File: src/rtl/network_pkg.sv
// Shared types and helpers for the network result path: lane geometry, sync FSM states,
// and the saturating arithmetic shift used to rescale conv results.
package network_pkg;

  localparam int unsigned NET_W      = 16;
  localparam int unsigned NET_D      = 8;
  localparam int unsigned NET_SHIFT  = 2;
  localparam int unsigned NET_LANES  = 4;
  localparam int unsigned STAT_W     = 16;

  typedef enum logic {
    WAIT_EDGE = 1'b0,
    HELD      = 1'b1
  } sync_state_e;

  // x (sign-extended to 32 bits) <<< shift, clamped to the signed range of a w-bit value
  function automatic logic signed [31:0] sat_shift(input logic signed [31:0] x,
                                                   input int unsigned       shift,
                                                   input int unsigned       w);
    logic signed [63:0] wide;
    logic signed [63:0] hi;
    logic signed [63:0] lo;
    wide = 64'(x) <<< shift;
    hi   = (64'sd1 <<< (w - 1)) - 64'sd1;
    lo   = -hi - 64'sd1;
    if (wide > hi) begin
      return 32'(hi);
    end else if (wide < lo) begin
      return 32'(lo);
    end else begin
      return 32'(wide);
    end
  endfunction

endpackage

File: src/rtl/network_output_sync_rising_edge_detect.sv
// Registers a level and flags the cycle in which it first goes high.
module rising_edge_detect (
  input  logic clk,
  input  logic rst,
  input  logic level,
  output logic rise_c
);

  logic prev_level;

  always_ff @(posedge clk) begin
    if (rst) begin
      prev_level <= 1'b0;
    end else begin
      prev_level <= level;
    end
  end

  assign rise_c = level & ~prev_level;

endmodule

File: src/rtl/network_output_sync.sv
// Re-times packed conv results onto the sample_clk grid, scaling and saturating lanes 0..3.
// Optional latency/overrun statistics ports are built when NETWORK_OUTPUT_SYNC_STATS_EN is defined.
module network_output_sync
  import network_pkg::*;
#(
  parameter int unsigned W     = NET_W,
  parameter int unsigned D     = NET_D,
  parameter int unsigned SHIFT = NET_SHIFT
) (
  input  logic           clk,
  input  logic           rst,
  input  logic           sample_clk,
  input  logic [D*W-1:0] packed_in,
  input  logic           in_v,
  output logic [W-1:0]   sample_out0,
  output logic [W-1:0]   sample_out1,
  output logic [W-1:0]   sample_out2,
  output logic [W-1:0]   sample_out3,
  output logic           overrun
`ifdef NETWORK_OUTPUT_SYNC_STATS_EN
  ,
  output logic [STAT_W-1:0] lat_last,
  output logic [STAT_W-1:0] lat_max,
  output logic [STAT_W-1:0] overrun_count
`endif
);

  localparam int unsigned LANES = NET_LANES;

  if (D < LANES) begin : g_bad_lanes
    $error("network_output_sync: D must be at least 4");
  end

  sync_state_e                state_q, state_d;
  logic [LANES-1:0][W-1:0]    hold_q, hold_d;
  logic [LANES-1:0][W-1:0]    out_q, out_d;
  logic [LANES-1:0][W-1:0]    in_lane;
  logic                       overrun_q, overrun_d;
  logic                       rise_c;

  function automatic logic [W-1:0] scale_lane(input logic [W-1:0] x);
    return W'(sat_shift(32'(signed'(x)), SHIFT, W));
  endfunction

  rising_edge_detect u_edge (
    .clk    (clk),
    .rst    (rst),
    .level  (sample_clk),
    .rise_c (rise_c)
  );

  // lane0 occupies the top W bits of packed_in
  for (genvar k = 0; k < LANES; k++) begin : g_lane
    assign in_lane[k] = packed_in[(D-k)*W-1 -: W];
  end

  always_ff @(posedge clk) begin
    if (rst) begin
      state_q   <= WAIT_EDGE;
      hold_q    <= '0;
      out_q     <= '0;
      overrun_q <= 1'b0;
    end else begin
      state_q   <= state_d;
      hold_q    <= hold_d;
      out_q     <= out_d;
      overrun_q <= overrun_d;
    end
  end

  always_comb begin
    state_d   = state_q;
    hold_d    = hold_q;
    out_d     = out_q;
    overrun_d = overrun_q;
    if (rise_c && in_v) begin
      // A result arriving on the edge itself belongs to the period just ending
      for (int k = 0; k < LANES; k++) out_d[k] = scale_lane(in_lane[k]);
      overrun_d = 1'b0;
      state_d   = WAIT_EDGE;
    end else if (rise_c) begin
      case (state_q)
        HELD: begin
          for (int k = 0; k < LANES; k++) out_d[k] = scale_lane(hold_q[k]);
          overrun_d = 1'b0;
        end
        default: overrun_d = 1'b1;
      endcase
      state_d = WAIT_EDGE;
    end else if (in_v) begin
      hold_d  = in_lane;
      state_d = HELD;
    end
  end

  assign sample_out0 = out_q[0];
  assign sample_out1 = out_q[1];
  assign sample_out2 = out_q[2];
  assign sample_out3 = out_q[3];
  assign overrun     = overrun_q;

`ifdef NETWORK_OUTPUT_SYNC_STATS_EN
  localparam logic [STAT_W-1:0] STAT_MAX = '1;

  logic [STAT_W-1:0] lat_cnt_q;
  logic [STAT_W-1:0] lat_now_c;

  assign lat_now_c = rise_c ? '0 : lat_cnt_q;

  // lat_cnt_q holds clk cycles elapsed since the most recent rise
  always_ff @(posedge clk) begin
    if (rst) begin
      lat_cnt_q     <= '0;
      lat_last      <= '0;
      lat_max       <= '0;
      overrun_count <= '0;
    end else begin
      if (rise_c) begin
        lat_cnt_q <= STAT_W'(1);
      end else if (lat_cnt_q != STAT_MAX) begin
        lat_cnt_q <= lat_cnt_q + STAT_W'(1);
      end
      if (in_v) begin
        lat_last <= lat_now_c;
        if (lat_now_c > lat_max) begin
          lat_max <= lat_now_c;
        end
      end
      if (rise_c && !in_v && (state_q == WAIT_EDGE) && (overrun_count != STAT_MAX)) begin
        overrun_count <= overrun_count + STAT_W'(1);
      end
    end
  end
`endif

endmodule

File: config.mk
export PLATFORM = sky130hd
export DESIGN_NAME = network_output_sync
export DESIGN_NICKNAME = d
export VERILOG_FILES = /design/src/rtl/network_pkg.sv /design/src/rtl/network_output_sync_rising_edge_detect.sv /design/src/rtl/network_output_sync.sv
export SDC_FILE = /design/constraint.sdc
export NUM_CORES = 1
export LEC_CHECK = 0
export CAP_MARGIN = 20
export CORE_ASPECT_RATIO = 0.7
export CORE_MARGIN = 5
export CORE_UTILIZATION = 46
export CTS_BUF_LIST = sky130_fd_sc_hd__clkbuf_8
export DETAILED_ROUTE_END_ITERATION = 10
export PLACE_DENSITY = 0.83
export REMOVE_ABC_BUFFERS = 1
export SLEW_MARGIN = 20
export SYNTH_ARGS = -nofsm -noshare
export SYNTH_HDL_FRONTEND = slang
export SYNTH_SLANG_ARGS = --single-unit
File: constraint.sdc
create_clock -name clk -period 1.8 [get_ports clk]
set_clock_uncertainty 0.15 [all_clocks]
set_input_delay 0.36 -clock clk [delete_from_list [all_inputs] [get_ports clk]]
set_output_delay 0.36 -clock clk [all_outputs]
set_load 0.05 [all_outputs]
==> flow_metrics.tcl, run 1 <==
set metrics [dict create \
    status "finished, final reports clean" \
    drt-initial-drc-count 412 \
    start_kind "flip-flop" \
    drv_cap 0 \
    drc 0 \
    ant_nets 0 \
    crit_required_ps 1980 \
    max_freq_mhz 583 \
    hp-class "primary input to flip-flop" \
    rows 32 \
    dpl.hpwl_um 9910 \
    cp_cell_sequence "and3b_4 > a21oi_2 > clkdlybuf4s15_2 > o21ai_0 > a311oi_1" \
    worstPathArrival_ps 1900 \
    grt_pass1_vias 4882 \
    drv_slew 0 \
    grt-ovfl-total 0 \
    fin_crit_sh 0.953 \
    fin_tns_setup_ps 0 \
    cts.sinks 127 \
    ys_ff_latch 127 \
    drive_above_1_share 0.194 \
    path_depth 5 \
    synth_cells 656 \
    grt_pass1_wl_um 23200 \
    min_path_cells 2 \
    insertion_delay_ps 430 \
    design.core.area_sq_um 11000 \
    layout_common_cells "nand2_1 (144), dfxtp_1 (127), o21ai_0 (97)" \
    cts_tree "yes" \
    reg2regPathDepth 5 \
    area_growth_pct 40.5 \
    cpMaxStageDelayCell "dfxtp_1" \
    vias 5343 \
    dr.pass1.iters 6 \
    cts_buffer_depth 2 \
    start_util 0.472 \
    clk_pin_slew_worst_paths_ps 70 \
    synth_cell_type_count 22 \
    peakVddDrop_mv 0.638 \
    ys_warn_count 0 \
    worstSetupEndpointType "flip-flop" \
    cp_max_fo 7 \
    cts_made_buffers 17 \
    n_antenna_cell 0 \
    wirelength_um 15500 \
    criticalPathCategory "flip-flop to flip-flop" \
    wire_per_inst_um 16.2 \
    postCtsHoldBufs 0 \
    portBuffers 132 \
    critPathBufInv 1 \
    worst_pin_slew_ps 654 \
    die_h_um 98.9 \
    h-tree-depth 4 \
    finalNetCount 928 \
    relSlewSlack 0.561 \
    finalNonFillerCells 962 \
    placed_cells 920 \
    viasPerCell 5.55 \
    die_w_um 137 \
    finalHoldViolCount 0 \
    num_io_pins 197 \
    p_leak_uw 0.00274 \
    min_period_ps 1720 \
    antenna_found_initial 0 \
    cts-root-buf "clkbuf_8" \
    die-area_sq_um 13500 \
    setup_viol 0 \
    place.gp.congestion 0.839 \
    slowest_delay_ps 380 \
    ys_seq_area_frac 0.490 \
    powerDensity_nw_per_um2 975 \
    final_common_cell "nand2_1" \
    syn_area_per_cell_sq_um 7.92 \
    grt_util_all_layers 0.213 \
    total_power_uw 7110 \
    crit_family "compound AO/OA/AOI/OAI gates" \
    grt_start_max_net_pins 63 \
    netlist_area_sq_um 5190 \
]
==> metal layers <==
metal,wire length (um),vias up,GRT usage
met3,1510,22,0.0643
met1,6440,2482,0.281
met4,171,0,0.0590
met5,0,-,0
met2,7410,255,0.339
li1,-,2584,-
==> synth_stat cells <==
library cell	instances	area, sq um
a311oi_1	52	455
nor2_1	70	263
buf_4	8	60.1
o21ai_1	8	40.0
nand3b_2	1	11.3
buf_1	2	7.51
clkbuf_1	26	97.6
dfxtp_1	127	2540
o221ai_1	8	70.1
buf_6	1	11.3
and3b_4	1	12.5
nand2b_1	1	6.26
buf_2	22	110
a21oi_2	4	35.0
nand2_1	145	544
o21ai_0	97	485
a21oi_1	74	370
inv_2	1	3.75
nor2_2	2	12.5
nor3_1	2	10.0
a21oi_4	2	32.5
nor2b_1	2	12.5
==> power by group <==
part / switching [uW] / leakage (uW) / internal, uW
Sequential: 105 / 0.00104 / 2990
Clock: 1100 / 0.000214 / 1420
Combinational: 916 / 0.00148 / 585
==> path summary, 6_finish.rpt <==
kind | startpoint | to | slack, ps
max | u_edge.prev_level | sample_out3[12] | 80
min | sample_clk | u_edge.prev_level | 150
max reg2reg | u_edge.prev_level | sample_out3[12] | 80
min reg2reg | hold_q[37] | hold_q[37] | 300
==> logic make-up after synthesis <==
family | after synthesis | synth area share
AOI/OAI and AO/OA | 245 | 0.287
DFF | 127 | 0.490
and+or+nand+nor | 224 | 0.168
buffers and inverters | 60 | 0.0559
==> stage by stage <==
step	setup WS, ps	utilization	hold WS, ps	instance area [sq um]
floorplan	-1630	-	277	4910
global placement	-331	0.609	288	6700
detailed placement	-447	0.609	293	6700
CTS	10.2	0.646	211	7110
global route	-0.997	0.663	143	7300
finish	84.4	0.663	146	7300
==> repair_timing <==
action | in CTS | in global routing
setup endpoints to repair | 0 | 29
setup buffers | 0 | 7
gates resized for setup | 0 | 3
hold endpoints to repair | 0 | 0
==> registers in the layout, indices dropped and copies added, names as in the netlist <==
| register | flops |
|---|---|
| hold_q | 64 |
| sample_out0 | 15 |
| sample_out1 | 15 |
| sample_out2 | 15 |
| sample_out3 | 15 |
| overrun | 1 |
| state_q | 1 |
| u_edge.prev_level | 1 |
==> final cells by class <==
cell class                 count  area [sq um]
sequential                   127          2540
inverter                       1          3.75
fill                         875          3710
clock buffer                  19           262
clock inverter                13           146
timing repair buffer         180          1770
multi-input combinational    469          2380
tap                          153           191
No activity file was read; power rests on OpenSTA's default activity.
==> inputs of run 2 (changes only) <==
--- a/config.mk
+++ b/config.mk
@@ -11,6 +11,7 @@
 export CORE_UTILIZATION = 46
 export CTS_BUF_LIST = sky130_fd_sc_hd__clkbuf_8
 export DETAILED_ROUTE_END_ITERATION = 10
+export GPL_TIMING_DRIVEN = 0
 export PLACE_DENSITY = 0.83
 export REMOVE_ABC_BUFFERS = 1
 export SLEW_MARGIN = 20
==> flow_metrics.tcl, run 2 (same netlist as run 1, synthesis figures left out) <==
set metrics [dict create \
    insertion_delay_ps 430 \
    p_leak_uw 0.00252 \
    dpl.hpwl_um 9660 \
    fin_area_sq_um 7340 \
    antenna_found_initial 0 \
    r2r_slack_ps 110 \
    min_period_ps 1730 \
    drive_above_1_share 0.185 \
    die_h_um 98.9 \
    n_fill_cell 889 \
    utilization 0.667 \
    cts_made_buffers 17 \
    ant_nets 0 \
    drv_cap 0 \
    setup_viol 0 \
    critPathBufInv 1 \
    powerDensity_nw_per_um2 1000 \
    grt_pass1_wl_um 25200 \
    wire_per_inst_um 17.4 \
    viasPerCell 5.68 \
    crit_required_ps 1290 \
    drc 0 \
    finalHoldViolCount 0 \
    die-area_sq_um 13500 \
    portBuffers 132 \
    cpMaxStageDelayCell "dfxtp_1" \
    largest_register_ffs 64 \
    grt_start_max_net_pins 66 \
    num_io_pins 197 \
    fin_crit_sh 0.962 \
    h-tree-depth 4 \
    grt_pass1_vias 5131 \
    regMostFlops "hold_q" \
    relSlewSlack 0.470 \
    total_power_uw 7350 \
    drv_slew 0 \
    layout_common_cells "nand2_1 (144), dfxtp_1 (127), o21ai_0 (97)" \
    start_kind "flip-flop" \
    design.core.area_sq_um 11000 \
    cts-root-buf "clkbuf_8" \
    grt-ovfl-total 0 \
    n_antenna_cell 0 \
    die_w_um 137 \
    final_common_cell "nand2_1" \
    rsz0062_at_grt "no" \
    fin_tns_setup_ps 0 \
    hp-class "primary input to flip-flop" \
    cts_tree "yes" \
    place.gp.congestion 0.807 \
    finalNetCount 902 \
    worstSetupEndpointType "primary output" \
    peakVddDrop_mv 0.639 \
    wirelength_um 16300 \
    rows 32 \
    grt_util_all_layers 0.232 \
    vias 5313 \
    criticalPathCategory "flip-flop to primary output" \
    start_util 0.472 \
    status "finished, final reports clean" \
    worst_pin_slew_ps 795 \
    drt-initial-drc-count 379 \
    slowest_delay_ps 400 \
    clk_pin_slew_worst_paths_ps 80 \
    crit_family "flip-flops" \
    cts.sinks 127 \
    placed_area_sq_um 6560 \
    worstPathArrival_ps 1220 \
    dr.pass1.iters 5 \
    cp_cell_sequence "clkdlybuf4s15_2" \
    max_freq_mhz 577 \
    cts_buffer_depth 2 \
    cp_max_fo 3 \
    area_growth_pct 41.3 \
]
## run 2: per-stage QoR
step	hold slack, ps	instances	worst slack (ps)
floorplan	277	597	-1630
global placement	288	882	-3330
detailed placement	293	887	-1040
CTS	183	931	0.887
global route	205	936	3.14
finish	197	936	67.9
## run 2: what timing repair did
item / in CTS / in global routing
pin swaps: 2 / 1
endpoints found under the setup margin: 189 / 84
gates resized for setup: 201 / 24
gates cloned: 3 / 3
hold buffers: 0 / 0
buffers inserted: 9 / 2
## run 2: layer usage
metal  GRT usage  wire length [um]  up-vias
met2       0.377              7620      289
met4      0.0790               254        0
met5           0                 0        -
met3      0.0577              1340       30
met1       0.300              7050     2452
li1            -                 -     2542
## run 2: final cells by class
cell class,instances,area (sq um),area share
Tap cell,153,191,0.0261
Clock buffer,22,303,0.0413
Inverter,1,3.75,0.000511
Sequential cell,127,2540,0.346
Clock inverter,10,158,0.0215
Timing Repair Buffer,149,1610,0.219
Multi-Input combinational cell,474,2530,0.345
## run 2: final timing paths
kind	cells past startpoint	endpoint	start
worst max-delay path	1	sample_out0[1]	sample_out0[1]
worst min-delay path	2	hold_q[5]	rst
worst max register to register	4	sample_out1[9]	u_edge.prev_level
worst min register to register	2	hold_q[57]	hold_q[57]
## run 2: power by group
group | internal [uW] | total (uW) | switching (uW)
combinational | 518 | 1450 | 934
sequential | 2990 | 3090 | 106
clock | 1690 | 2800 | 1110
